$ cat src/rtl/condunit.sv
// condunit: conditional-execution and ALU-decode stage for the multicycle ARM core.
// Gates the control-unit write strobes with the instruction's condition field,
// selects the ALU function and holds the architectural NZCV flags.
// Optional build macro CONDUNIT_STATS_EN adds executed/squashed decode counters
// (ExecCnt, SquashCnt).
module condunit (
  input  logic        clk,
  input  logic        reset,
  input  logic        IRWrite,
  input  logic [3:0]  Cond,
  input  logic [5:0]  Funct,
  input  logic        ALUOp,
  input  logic        NextPC,
  input  logic        RegW,
  input  logic        MemW,
  input  logic        Branch,
  input  logic [3:0]  ALUFlags,
  output logic        PCWrite,
  output logic        RegWrite,
  output logic        MemWrite,
  output logic [1:0]  ALUControl,
  output logic [3:0]  Flags,
  output logic        CondEx
`ifdef CONDUNIT_STATS_EN
  ,
  output logic [15:0] ExecCnt,
  output logic [15:0] SquashCnt
`endif
);

  typedef enum logic [1:0] {
    ALU_ADD = 2'b00,
    ALU_SUB = 2'b01,
    ALU_AND = 2'b10,
    ALU_ORR = 2'b11
  } alu_op_e;

  logic    decode_q;
  logic    cond_q;
  logic    cond_true;
  logic    n, z, c, v;
  logic    cmd_ok;
  logic    is_cmp;
  logic    flag_w_nz;
  logic    flag_w_cv;
  alu_op_e alu_op;

  assign {n, z, c, v} = Flags;

  // Condition-field evaluation against the registered (pre-update) flags.
  always_comb begin
    cond_true = 1'b0;
    unique case (Cond)
      4'b0000: cond_true = z;
      4'b0001: cond_true = ~z;
      4'b0010: cond_true = c;
      4'b0011: cond_true = ~c;
      4'b0100: cond_true = n;
      4'b0101: cond_true = ~n;
      4'b0110: cond_true = v;
      4'b0111: cond_true = ~v;
      4'b1000: cond_true = c & ~z;
      4'b1001: cond_true = ~c | z;
      4'b1010: cond_true = (n == v);
      4'b1011: cond_true = (n != v);
      4'b1100: cond_true = ~z & (n == v);
      4'b1101: cond_true = z | (n != v);
      4'b1110: cond_true = 1'b1;
      4'b1111: cond_true = 1'b0;
    endcase
  end

  // Decode-cycle marker and per-instruction latched condition result.
  always_ff @(posedge clk or posedge reset) begin
    if (reset) begin
      decode_q <= 1'b0;
      cond_q   <= 1'b0;
    end else begin
      decode_q <= IRWrite;
      if (decode_q) cond_q <= cond_true;
    end
  end

  // Decode cycle uses the live evaluation; later cycles use the latched one.
  assign CondEx   = ~reset & (decode_q ? cond_true : cond_q);
  assign PCWrite  = ~reset & (NextPC | (Branch & CondEx));
  assign RegWrite = ~reset & RegW & CondEx;
  assign MemWrite = ~reset & MemW & CondEx;

  // ALU function select and flag-write enables; Funct[5] (I bit) is a don't-care.
  always_comb begin
    alu_op    = ALU_ADD;
    cmd_ok    = 1'b0;
    is_cmp    = 1'b0;
    flag_w_nz = 1'b0;
    flag_w_cv = 1'b0;
    if (ALUOp) begin
      casez (Funct[5:1])
        5'b?0100: begin alu_op = ALU_ADD; cmd_ok = 1'b1; end
        5'b?0010: begin alu_op = ALU_SUB; cmd_ok = 1'b1; end
        5'b?0000: begin alu_op = ALU_AND; cmd_ok = 1'b1; end
        5'b?1100: begin alu_op = ALU_ORR; cmd_ok = 1'b1; end
        5'b?1010: begin alu_op = ALU_SUB; cmd_ok = 1'b1; is_cmp = 1'b1; end
        default:  alu_op = ALU_ADD;
      endcase
      if (is_cmp) begin
        flag_w_nz = 1'b1;
        flag_w_cv = 1'b1;
      end else if (cmd_ok) begin
        flag_w_nz = Funct[0];
        flag_w_cv = Funct[0] & ((alu_op == ALU_ADD) || (alu_op == ALU_SUB));
      end
    end
  end

  assign ALUControl = alu_op;

  // Architectural NZCV register, written only when the instruction executes.
  always_ff @(posedge clk or posedge reset) begin
    if (reset) begin
      Flags <= '0;
    end else begin
      if (flag_w_nz & CondEx) Flags[3:2] <= ALUFlags[3:2];
      if (flag_w_cv & CondEx) Flags[1:0] <= ALUFlags[1:0];
    end
  end

`ifdef CONDUNIT_STATS_EN
  // Executed/squashed decode counters, free-running with natural wrap.
  always_ff @(posedge clk or posedge reset) begin
    if (reset) begin
      ExecCnt   <= '0;
      SquashCnt <= '0;
    end else if (decode_q) begin
      if (cond_true) ExecCnt   <= ExecCnt + 16'd1;
      else           SquashCnt <= SquashCnt + 16'd1;
    end
  end
`endif

endmodule

$ cat config.mk
export PLATFORM = sky130hd
export DESIGN_NAME = condunit
export DESIGN_NICKNAME = d
export VERILOG_FILES = /design/src/rtl/condunit.sv
export SDC_FILE = /design/constraint.sdc
export NUM_CORES = 1
export LEC_CHECK = 0
export ABC_AREA = 1
export BUFFER_PORTS_ARGS = -buffer_cell sky130_fd_sc_hd__buf_2
export CORE_AREA = 2 2 39 41
export CTS_CLUSTER_DIAMETER = 100
export DETAILED_ROUTE_END_ITERATION = 10
export DIE_AREA = 0 0 41 43
export PLACE_DENSITY_LB_ADDON = 0.1
export SYNTH_ARGS = -nofsm -noshare
export SYNTH_HDL_FRONTEND = slang
export SYNTH_SLANG_ARGS = --single-unit
$ cat constraint.sdc
create_clock -name clk -period 2.85 [get_ports clk]
set_input_delay 0.1425 -clock clk [delete_from_list [all_inputs] [get_ports clk]]
set_output_delay 0.1425 -clock clk [all_outputs]
set_load 0.05 [all_outputs]
==> impl_metrics.toml, run 1 <==
[yosys]
synth_cells = 98
yosysTopAreaCell = "dfrtp_1"
synth_top_area_frac = 0.268
synth_ff_type = "dfrtp_1"
synth-xor-area-share = 0
yosys_register_bits = 6
synth_common_cells = "nand2_1, inv_1, nand3_1"
yosys.cell_types.count = 14
syn-cell-area_um2 = 559
synthTopCellsByArea = "dfrtp_1, nand2_1, inv_1"
yosys_warnings = 0
muxShareOfSynthArea = 0
yosysSeqAreaShare = 0.268
synth_edf_count = 0
synth_top_family_by_area = "simple AND/OR/NAND/NOR gates"
synth_compound_area_frac = 0.0895
synth_fp_nets = 120
avgSynthCellArea_um2 = 5.71
synth.most_common_cell = "nand2_1"
synth-adder-area-share = 0
yosys.area_share.simple = 0.494
synthArstFlopShare = 1.00

[run]
max-cap-violations = 0

[clock_tree]
cts_tree = "built"
clockRootBuffer = "clkbuf_4"
cts_buffer_depth = 2
cts_resized = 0
clk_latency_ns = 0.25
cts_sinks = 6
cts_buffers = 3
htree_levels = 1
clkTransAtPathRegs_ns = 0.05

[timing]
max_freq_mhz = 484
fin_crit_sh = 0.725
drv_slew = 0
fin_skew_ns = 0.00673
setup_viol = 0
finalCriticalPeriod_ns = 2.07
slew_headroom = 0.732
hold_viol_final = 0
worst_slew_pin_slew_ns = 0.400
tns_ns = 0
rsz0062_at_grt = "false"

[placed_design]
place.gp.congestion = 0.709
hpwl_um = 1110
dpl-instance-area_um2 = 729
dp_cells = 144
io_buffers = 30

[final_layout]
syn_to_final_growth_pct = 38.0
fin_nets = 157
nFillCells = 138
fin_util = 0.558
finalNonFillerCells = 149
drive_above_1_share = 0.331
final_cell_area_um2 = 772
antenna_cells = 0

[pwr]
clkPwrFrac = 0.180
switching_share = 0.497
power_leakage_uw = 0.000493
power_density_nw_per_um2 = 568
internal_power_uw = 220
share_comb_of_total_power = 0.538
p_sw_uw = 218
power_frac_seq = 0.282
peakVddDrop_uv = 325

[floorplan]
dieArea_um2 = 1760
start_util = 0.404
rows = 14
coreArea_um2 = 1380
die_h_um = 43
chipWidth_um = 41
pin_count = 32

[setup_path]
start_kind = "register"
cp_max_fo = 7
cp-end-kind = "output port"
worstSetupPathType = "reg2out"
cp.arrival_ns = 1.92
cp.required_ns = 2.71

[drt]
firstDrtPassIters = 4
vias = 692
drc_errors = 0
drt-total-wl_um = 1310
viasPerCell = 4.64
post_drt_wl_per_cell_um = 8.81
ant_nets = 0
drt_iter0_drc = 5

[worst_hold_path]
min_path_type = "in2reg"

[grt]
grt_pass1_wl_um = 1970
antenna_found_initial = 0
grt_pass1_vias = 535
grt_usage = 0.169
grt_overflow = 0
grt_start_max_net_pins = 14

[outcome]
status = "completed"
==> critical path, stage by stage, from the launching register on <==
cell and delay (ns):
dfrtp_1 0.42, inv_2 0.08, nand2_1 0.06, nand2_1 0.08, nand3_1 0.07, nand2_1 0.07
nand2_1 0.05, nand3_1 0.09, nand2_2 0.07, a21oi_4 0.22, nand2_2 0.08, a21oi_2 0.11
buf_2 0.27
==> layout by cell type, fill, tap and decap left out <==
cell type / n
dfrtp_1: 6
o21ai_0: 3
a21oi_1: 2
buf_2: 30
nor2_1: 8
a21oi_4: 1
nand3b_1: 1
clkbuf_4: 3
a21oi_2: 1
nand4_1: 6
nand3_1: 9
inv_1: 16
dlygate4sd3_1: 2
inv_2: 5
nand2_2: 4
clkinv_1: 1
nand2_1: 35
==> stage by stage <==
step	worst slack, ns	hold slack [ns]	power [µW]
after global placement	1.04	0.104	357
after floorplan	0.547	-0.0501	300
after global routing	0.578	0.150	475
after detailed placement	1.05	0.108	360
final	0.784	0.135	438
after CTS	0.774	0.132	443
==> cells by family (layout without fill, tap and decap cells) <==
kind of cell    count (synthesis)  after routing
simple gates                   63             63
compound gates                  7              7
buf+inv                        22             57
flops                           6              6
==> state kept, by name, indices dropped and copies added (netlist names) <==
name	flops
decode_q	1
Flags	4
cond_q	1
==> metal layers <==
metal,part of all wire,GRT usage,up-vias
li1,-,-,374
met1,0.41,0.179,289
met2,0.51,0.275,25
met4,0.027,0.140,0
met5,0,0,-
met3,0.059,0.0209,4
==> power groups by stage <==
| stage | clock network, µW | registers, µW | logic [µW] |
|---|---|---|---|
| after global placement | 0 | 125 | 232 |
| after CTS | 80.7 | 124 | 238 |
| after detailed placement | 0 | 126 | 235 |
| after floorplan | 0 | 180 | 120 |
| after global routing | 85.9 | 127 | 262 |
| final | 78.7 | 124 | 236 |
==> final timing paths <==
kind                       depth (start not counted)  slack, ns        start        to
max in group asynchronous                          3       2.22        reset  decode_q
max                                               12       0.78     Flags[3]   PCWrite
min in group asynchronous                          3       0.40        reset  Flags[3]
min                                                3       0.14  ALUFlags[3]  Flags[3]
min reg2reg                                        2       0.51     Flags[2]  Flags[2]
max reg2reg                                       11       1.37     Flags[3]  Flags[1]
==> repair_timing <==
action,4_1_cts,5_1_grt
hold buffers,2,0
hold endpoints to repair,7,0
endpoints found under the setup margin,0,0
buffers inserted,0,0
==> layout make-up <==
type,instances,area (µm²),area share
sequential,6,150,0.194
timing repair buffer,32,170,0.220
tap,16,20.0,0.0259
multi-input combinational,70,327,0.423
clock buffer,3,22.5,0.0292
inverter,22,82.6,0.107
Power figures use the tool's default switching activity.
==> inputs of run 2 (changes only) <==
--- a/config.mk
+++ b/config.mk
@@ -7,10 +7,9 @@
 export LEC_CHECK = 0
 export ABC_AREA = 1
 export BUFFER_PORTS_ARGS = -buffer_cell sky130_fd_sc_hd__buf_2
-export CORE_AREA = 2 2 39 41
+export CORE_UTILIZATION = 42
 export CTS_CLUSTER_DIAMETER = 100
 export DETAILED_ROUTE_END_ITERATION = 10
-export DIE_AREA = 0 0 41 43
 export PLACE_DENSITY_LB_ADDON = 0.1
 export SYNTH_ARGS = -nofsm -noshare
 export SYNTH_HDL_FRONTEND = slang
==> constraint.sdc (replaced) <==
create_clock -name clk -period 1.93 [get_ports clk]
set_input_delay 0.0965 -clock clk [delete_from_list [all_inputs] [get_ports clk]]
set_output_delay 0.0965 -clock clk [all_outputs]
set_load 0.05 [all_outputs]
==> run 2 against run 1 <==
Final area increased by 10%. Utilization increased by 17 points. Die area decreased by 16%. Clock skew increased by 0.0064 ns. Via count increased by 4.8%. Critical path depth unchanged. Clock power increased by 54%. Combinational power increased by 72%. Power increased by 63%. Worst setup slack got worse by 0.77 ns. Critical endpoint is now MemWrite. Largest power group unchanged.
==> impl_metrics.toml, run 2 (synthesis gave the netlist of run 1 again) <==
[placed_design]
place.gp.congestion = 0.713
place_ws_ns = 0.124
hpwl_um = 1070
io_buffers = 30

[setup_path]
worstSetupPathType = "reg2out"
cp.arrival_ns = 1.82
cp.required_ns = 1.83
cp_max_fo = 5
cp-end-kind = "output port"
start_kind = "register"

[timing]
rsz0062_at_grt = "true"
max_freq_mhz = 523
hold_slack_ns = 0.103
fin_crit_sh = 0.992
layout_setup_ws_ns = 0.0163
slew_headroom = 0.750
finalCriticalPeriod_ns = 1.91
tns_ns = 0
hold_viol_final = 0
fin_skew_ns = 0.0132
worst_slew_pin_slew_ns = 0.373
setup_viol = 0
drv_slew = 0

[grt]
grt_overflow = 0
grt_start_max_net_pins = 14
use_met1 = 0.260
antenna_found_initial = 0
use_met2 = 0.425
use_met3 = 0.0291
grt.busiest_layer = "met2"
grt_pass1_vias = 621
grt_usage = 0.229
grt_pass1_wl_um = 2360

[floorplan]
rows = 12
die_h_um = 38.5
start_util = 0.478
dieArea_um2 = 1480
chipWidth_um = 38.5
coreArea_um2 = 1170
pin_count = 32

[clock_tree]
cts_tree = "built"
clk_latency_ns = 0.24
clkTransAtPathRegs_ns = 0.05
cts_buffers = 3
htree_levels = 1
cts_buffer_depth = 2
clockRootBuffer = "clkbuf_4"
cts_sinks = 6

[worst_hold_path]
min_path_type = "in2reg"

[final_layout]
drive_above_1_share = 0.412
largest_register_ff_count = 4
final_cell_mix = "nand2_1, buf_2, inv_1"
syn_to_final_growth_pct = 51.9
nFillCells = 105
fin_nets = 159
final_common_cell = "nand2_1"
reg_top3 = "Flags: 4 flops, cond_q: 1 flops, decode_q: 1 flops"
seqCellArea_um2 = 151
antenna_cells = 0
largest_register = "Flags"
multi_input_area_um2 = 362

[pwr]
share_comb_of_total_power = 0.568
power_density_nw_per_um2 = 842
p_sw_uw = 350
power_leakage_uw = 0.000516
internal_power_uw = 366
power_frac_seq = 0.263
peakVddDrop_uv = 604
switching_share = 0.489
clkPwrFrac = 0.169

[drt]
ant_nets = 0
post_drt_wl_per_cell_um = 9.92
vias = 725
firstDrtPassIters = 4
drt_iter0_drc = 17
viasPerCell = 4.83
drt-total-wl_um = 1490
drc_errors = 0

[outcome]
status = "completed"

[run]
max-cap-violations = 0
run 2: cell type report:
cell class,count,area share
Clock buffer,4,0.0309
Inverter,22,0.0972
Multi-Input combinational cell,70,0.426
Sequential cell,6,0.178
Tap cell,14,0.0206
Timing Repair Buffer,34,0.247
run 2: final timing paths:
check	start	endpoint	slack, ns	depth (start not counted)
setup / recovery	Flags[3]	MemWrite	0.02	12
hold / removal	ALUFlags[2]	Flags[2]	0.10	3
setup reg to reg	Flags[3]	Flags[1]	0.38	12
hold reg to reg	Flags[2]	Flags[2]	0.54	2
max in group asynchronous	reset	Flags[3]	1.31	3
min in group asynchronous	reset	Flags[0]	0.38	3
run 2: power by group through the flow:
stage | logic [µW] | clock network, µW | registers, µW
floorplan | 181 | 0 | 268
global placement | 345 | 0 | 187
detailed placement | 349 | 0 | 189
CTS | 373 | 126 | 185
global route | 441 | 134 | 192
finish | 406 | 121 | 188
run 2: through the flow:
stage                     cells  utilization  cell area (µm²)  power, µW
final                       150        0.725              850        715
after global routing        150        0.725              850        767
after CTS                   150        0.693              812        684
after detailed placement    142        0.632              741        538
after global placement      142        0.632              741        532
after floorplan              98            -              573        449
run 2: per-layer routing:
metal,share of wire,vias up,routed length [µm]
met2,0.55,25,811
li1,-,378,-
met4,0,0,0
met3,0.048,0,71
met5,0,-,0
met1,0.41,322,604
run 2: timing repair:
action	in CTS	in global routing
endpoints found under the setup margin	4	4
hold buffers	2	0
setup buffers	2	0
gates resized for setup	4	12
endpoints found under the hold margin	7	0
pin swaps	1	10
run 2: worst max-delay path, cell delays in order, from the launching register on:
cell and delay [ns]:
dfrtp_2 0.44, inv_2 0.09, nand2_1 0.05, nand2_1 0.08
nand2_2 0.06, nand3_1 0.07, nand3_1 0.08, nand2_1 0.07
inv_2 0.05, a21oi_4 0.17, nand2_2 0.10, nor2_2 0.14
buf_6 0.17
